$ cat config.mk
export PLATFORM = sky130hd
export DESIGN_NAME = seg_tube_writer
export DESIGN_NICKNAME = d
export VERILOG_FILES = /design/src/rtl/seg_tube_writer.sv
export SDC_FILE = /design/constraint.sdc
export NUM_CORES = 1
export LEC_CHECK = 0
export ABC_AREA = 1
export CAP_MARGIN = 15
export CORE_UTILIZATION = 54
export DETAILED_ROUTE_END_ITERATION = 10
export PLACE_DENSITY = 0.95
export SYNTH_ARGS = -nofsm -noshare
export SYNTH_HDL_FRONTEND = slang
export SYNTH_SLANG_ARGS = --single-unit
$ cat constraint.sdc
create_clock -name clk -period 5.95 [get_ports clk]
set_input_delay 0.8925 -clock clk [delete_from_list [all_inputs] [get_ports clk]]
set_output_delay 0.8925 -clock clk [all_outputs]
set_load 0.05 [all_outputs]
$ cat src/rtl/seg_tube_writer.sv
// Memory-mapped 8-digit seven-segment hex display: a CPU-writable data and control
// register, scanned four slots per refresh with digits k and k+4 lit together.
module seg_tube_writer #(
    parameter int unsigned SCAN_DIV  = 100000,
    parameter logic [31:0] ADDR_DATA = 32'hFFFF_FC60,
    parameter logic [31:0] ADDR_CTRL = 32'hFFFF_FC64
) (
    input  logic        clk,
    input  logic        rst,
    input  logic        wr_en,
    input  logic [31:0] address,
    input  logic [31:0] write_data,
    output logic [31:0] rd_data,
    output logic [7:0]  tubSel,
    output logic [7:0]  tubLeft,
    output logic [7:0]  tubRight
);

    localparam int unsigned CNT_W    = (SCAN_DIV > 2) ? $clog2(SCAN_DIV) : 1;
    localparam int unsigned DIGITS   = 8;
    localparam logic [8:0]  CTRL_RST = 9'h0FF;

    logic [31:0]      data_q, data_d;
    logic [8:0]       ctrl_q, ctrl_d;
    logic [CNT_W-1:0] div_q, div_d;
    logic [1:0]       slot_q, slot_d;
    logic [7:0]       sel_q, sel_d;
    logic [7:0]       left_q, left_d;
    logic [7:0]       right_q, right_d;

    logic [2:0]       hi_idx;
    logic [7:0]       vis;
    logic [3:0]       nib_r, nib_l;

    function automatic logic [7:0] seg7(input logic [3:0] n);
        case (n)
            4'h0: seg7 = 8'h3F;
            4'h1: seg7 = 8'h06;
            4'h2: seg7 = 8'h5B;
            4'h3: seg7 = 8'h4F;
            4'h4: seg7 = 8'h66;
            4'h5: seg7 = 8'h6D;
            4'h6: seg7 = 8'h7D;
            4'h7: seg7 = 8'h07;
            4'h8: seg7 = 8'h7F;
            4'h9: seg7 = 8'h6F;
            4'hA: seg7 = 8'h77;
            4'hB: seg7 = 8'h7C;
            4'hC: seg7 = 8'h39;
            4'hD: seg7 = 8'h5E;
            4'hE: seg7 = 8'h79;
            default: seg7 = 8'h71;
        endcase
    endfunction

    // Readback is combinational so a load in the same cycle as the address sees it.
    always_comb begin
        rd_data = '0;
        if (address == ADDR_DATA) begin
            rd_data = data_q;
        end else if (address == ADDR_CTRL) begin
            rd_data = {23'd0, ctrl_q};
        end
    end

    // Highest non-zero nibble; stays 0 for an all-zero value so digit 0 always survives.
    always_comb begin
        hi_idx = 3'd0;
        for (int i = 0; i < DIGITS; i++) begin
            if (data_q[4*i +: 4] != 4'h0) begin
                hi_idx = 3'(i);
            end
        end
    end

    always_comb begin
        vis = '0;
        for (int i = 0; i < DIGITS; i++) begin
            vis[i] = ctrl_q[i] && (!ctrl_q[8] || (3'(i) <= hi_idx));
        end
    end

    assign nib_r = data_q[{1'b0, slot_q, 2'b00} +: 4];
    assign nib_l = data_q[{1'b1, slot_q, 2'b00} +: 4];

    always_comb begin
        data_d  = data_q;
        ctrl_d  = ctrl_q;
        div_d   = div_q + CNT_W'(1);
        slot_d  = slot_q;
        sel_d   = '0;
        left_d  = '0;
        right_d = '0;

        if (wr_en && (address == ADDR_DATA)) begin
            data_d = write_data;
        end
        if (wr_en && (address == ADDR_CTRL)) begin
            ctrl_d = write_data[8:0];
        end

        if (div_q == CNT_W'(SCAN_DIV - 1)) begin
            div_d  = '0;
            slot_d = slot_q + 2'd1;
        end

        for (int i = 0; i < DIGITS; i++) begin
            sel_d[i] = vis[i] && (2'(i) == slot_q);
        end
        if (vis[{1'b0, slot_q}]) begin
            right_d = seg7(nib_r);
        end
        if (vis[{1'b1, slot_q}]) begin
            left_d = seg7(nib_l);
        end
    end

    always_ff @(posedge clk) begin
        if (rst) begin
            data_q  <= '0;
            ctrl_q  <= CTRL_RST;
            div_q   <= '0;
            slot_q  <= '0;
            sel_q   <= '0;
            left_q  <= '0;
            right_q <= '0;
        end else begin
            data_q  <= data_d;
            ctrl_q  <= ctrl_d;
            div_q   <= div_d;
            slot_q  <= slot_d;
            sel_q   <= sel_d;
            left_q  <= left_d;
            right_q <= right_d;
        end
    end

    assign tubSel   = sel_q;
    assign tubLeft  = left_q;
    assign tubRight = right_q;

endmodule
==> run metrics <==
post-layout utilization of the core 71.6%; Async SR Flop Fraction 0%; CTS Buffer Depth 2; critical path required time 5.06 ns; Worst setup SP type input port; vias in the first global route 4472; cell mode on critical path clkdlybuf4s50_1; Via Count 4760; largest area contributor in the netlist dfxtp_1; YS warnings 0; Area after DPL 6010 µm²; FF-to-FF setup slack 3.31 ns; setup TNS 0 ns; Clock power frac 40.8%; Reg power frac 49.8%; Total Die Area 9360 µm²; switching share of power 23.7%; worst-margin pin slew 1.02 ns; P_leak 2.83 nW; Worst-Skew Late Latency 0.37 ns; dominant synthesized flop cell dfxtp_1; CTS clk-pin slew, worst paths 0.08 ns; io pins 123; NetSw 0.000265 W; first-pass GRT wire length 20800 µm; WP data arrival 3.94 ns; Max Freq 207 MHz; remaining antenna violation count 0; WP buf/inv 3; slowest CP cell clkdlybuf4s50_1; crit-path cells clkdlybuf4s50_1, nand4_1, nor4_4, nand3_2, buf_4, nor2_1, clkdlybuf4s50_1; Wirelength per Cell 14.8 µm; max-cap violation count 0; DIE WIDTH 96.7 µm; HPWL Detailed 9760 µm; Final GP Congestion 0.931; Post-Syn Area per Cell 7.41 µm²; Post-synth EDFFs 0; Synth Cell Area 4850 µm²; CP Capture Type primary output; FP Rows 34; Commonest cells post-synth nand2_1 (127), nor2_1 (113), inv_1 (88); post-cts sizing count 0; post-synthesis sequential area ratio 33.9%; Hold WC Path Type reg2reg; unrepaired setup endpoints after global routing no; post-CTS setup buffer count 0; Worst VDD drop 0.106 mV; CTS buffer count 9; via/cell ratio 5.43; Total Nets Final 849; Die Height 96.7 µm; DRC errors left 0; overall routing resource usage 27.3%; Slew Viols, Final 0; port buffer count 120; top cell type's share of synthesized area 33.9%; hold path endpoint div_q[0]$_SDFF_PP0_; top cells by area, synth dfxtp_1 (34%), nand2_1 (9.8%), nor2_1 (8.8%), nor3b_2 (7.7%), inv_1 (6.8%); Critical R2R Capture tubRight[1]$_SDFF_PP0_; Clock Skews 0.00651 ns; grt total ovfl 0; design area 6240 µm²; TritonCTS clock tree done; Setup violations, final 0; ant diodes 0; CP peak stage delay 0.84 ns; Core Area 8720 µm²; crit-path leading delay family buffers and inverters; pwr/cell area 179 nW/µm²; final wirelength 13000 µm; Initial Utilization 55.6%; period utilisation layout 81.1%; number of antenna violations at the first check in global routing 0; clock sink count 82; Internal Power 0.000854 W; Logic pwr share 9.4%; critical path peak fanout 25; Synth Instances 654; CTS Hold Buffers Added 0; WHS 0.455 ns; Yosys reg bits 82; reg-to-reg startpoint slot_q[0]$_SDFFE_PP0P_; Yosys cell types 39; layout cells sized above 1 12.1%; first drt pass iteration count 6; status complete, no violations; largest net degree at the start of global routing 65; top-count cell post-synth nand2_1; area added between synthesis and finish 28.8%; crit path kind in2out; Max-Slew Margin vs Limit 32.1%; htree depth 3; clk root buf clkbuf_8; minimum clock period 4.83 ns; DRT iter0 DRCs 291; min-delay src div_q[0]$_SDFF_PP0_; Hold Vio Cnt, Final 0; R2R cell count 10; hold path depth 1
cells by family after synthesis:
kind of cell | share of synthesized area, %
AO/OA/AOI/OAI | 9.86
XOR/XNOR | 0.723
AND/OR/NAND/NOR | 39.1
buffers and inverters | 11.0
other | 0.0774
multiplexers | 0.413
flip-flops | 33.9
adder cells (fa/ha/maj) | 4.90
flip-flops by register name, indices dropped and copies added (netlist names):
name,count
data_q,32
div_q,17
ctrl_q,9
tubSel,8
tubLeft,7
tubRight,7
slot_q,2
area by class of cell:
class | count | area [µm²]
Tap cell | 108 | 135
Inverter | 96 | 360
Timing Repair Buffer | 121 | 1200
Clock buffer | 10 | 138
Clock inverter | 6 | 90.1
Multi-Input combinational cell | 453 | 2670
Sequential cell | 82 | 1640
Fill cell | 586 | 2480
metrics by stage:
step | instances | total power [W] | setup slack [ns]
6_report | 876 | 0.00112 | 1.12
5_1_grt | 876 | 0.00116 | 0.982
4_1_cts | 876 | 0.00113 | 1.18
3_5_place_dp | 860 | 0.000675 | 1.19
3_3_place_gp | 860 | 0.000672 | 1.34
2_1_floorplan | 655 | 0.000612 | 2.60
layer usage:
metal  up-vias  routed length (µm)  share of wire, %  GRT usage, %
met5         -                   0                 0             0
met4         0                 455               3.5          13.3
met3        44                 925               7.1          4.62
met2       253                6610                51          49.0
met1      2148                5000                38          31.3
li1       2315                   -                 -             -
power by group through the flow:
stage / sequential, W / combinational (W) / clock [W]
after global routing: 0.000558 / 0.000110 / 0.000487
after detailed placement: 0.000571 / 0.000104 / 0
after global placement: 0.000570 / 0.000102 / 0
after floorplan: 0.000589 / 0.0000234 / 0
after CTS: 0.000558 / 0.000104 / 0.000463
final: 0.000557 / 0.000105 / 0.000457
cell usage in the layout, fill, tap and decap left out, drive strengths merged, types with 10 or more instances in the layout:
cell type / synthesis / routed
a21oi: 25 / 25
clkbuf: 5 / 10
clkdlybuf4s50: 0 / 119
dfxtp: 82 / 82
ha: 19 / 19
inv: 96 / 96
nand2: 129 / 129
nand3: 30 / 30
nand4: 26 / 26
nor2: 121 / 121
nor3b: 36 / 36
o21ai: 24 / 24
how the worst max path moves through the flow:
stage | startpoint | to | slack, ns | cells past startpoint
after floorplan | address[7] | rd_data[10] | 2.60 | 6
after global placement | address[23] | rd_data[3] | 1.34 | 7
after detailed placement | address[21] | rd_data[21] | 1.19 | 7
after CTS | address[21] | rd_data[21] | 1.18 | 7
after global routing | address[21] | rd_data[21] | 0.98 | 7
final | address[21] | rd_data[21] | 1.12 | 7
Power figures use the tool's default switching activity.
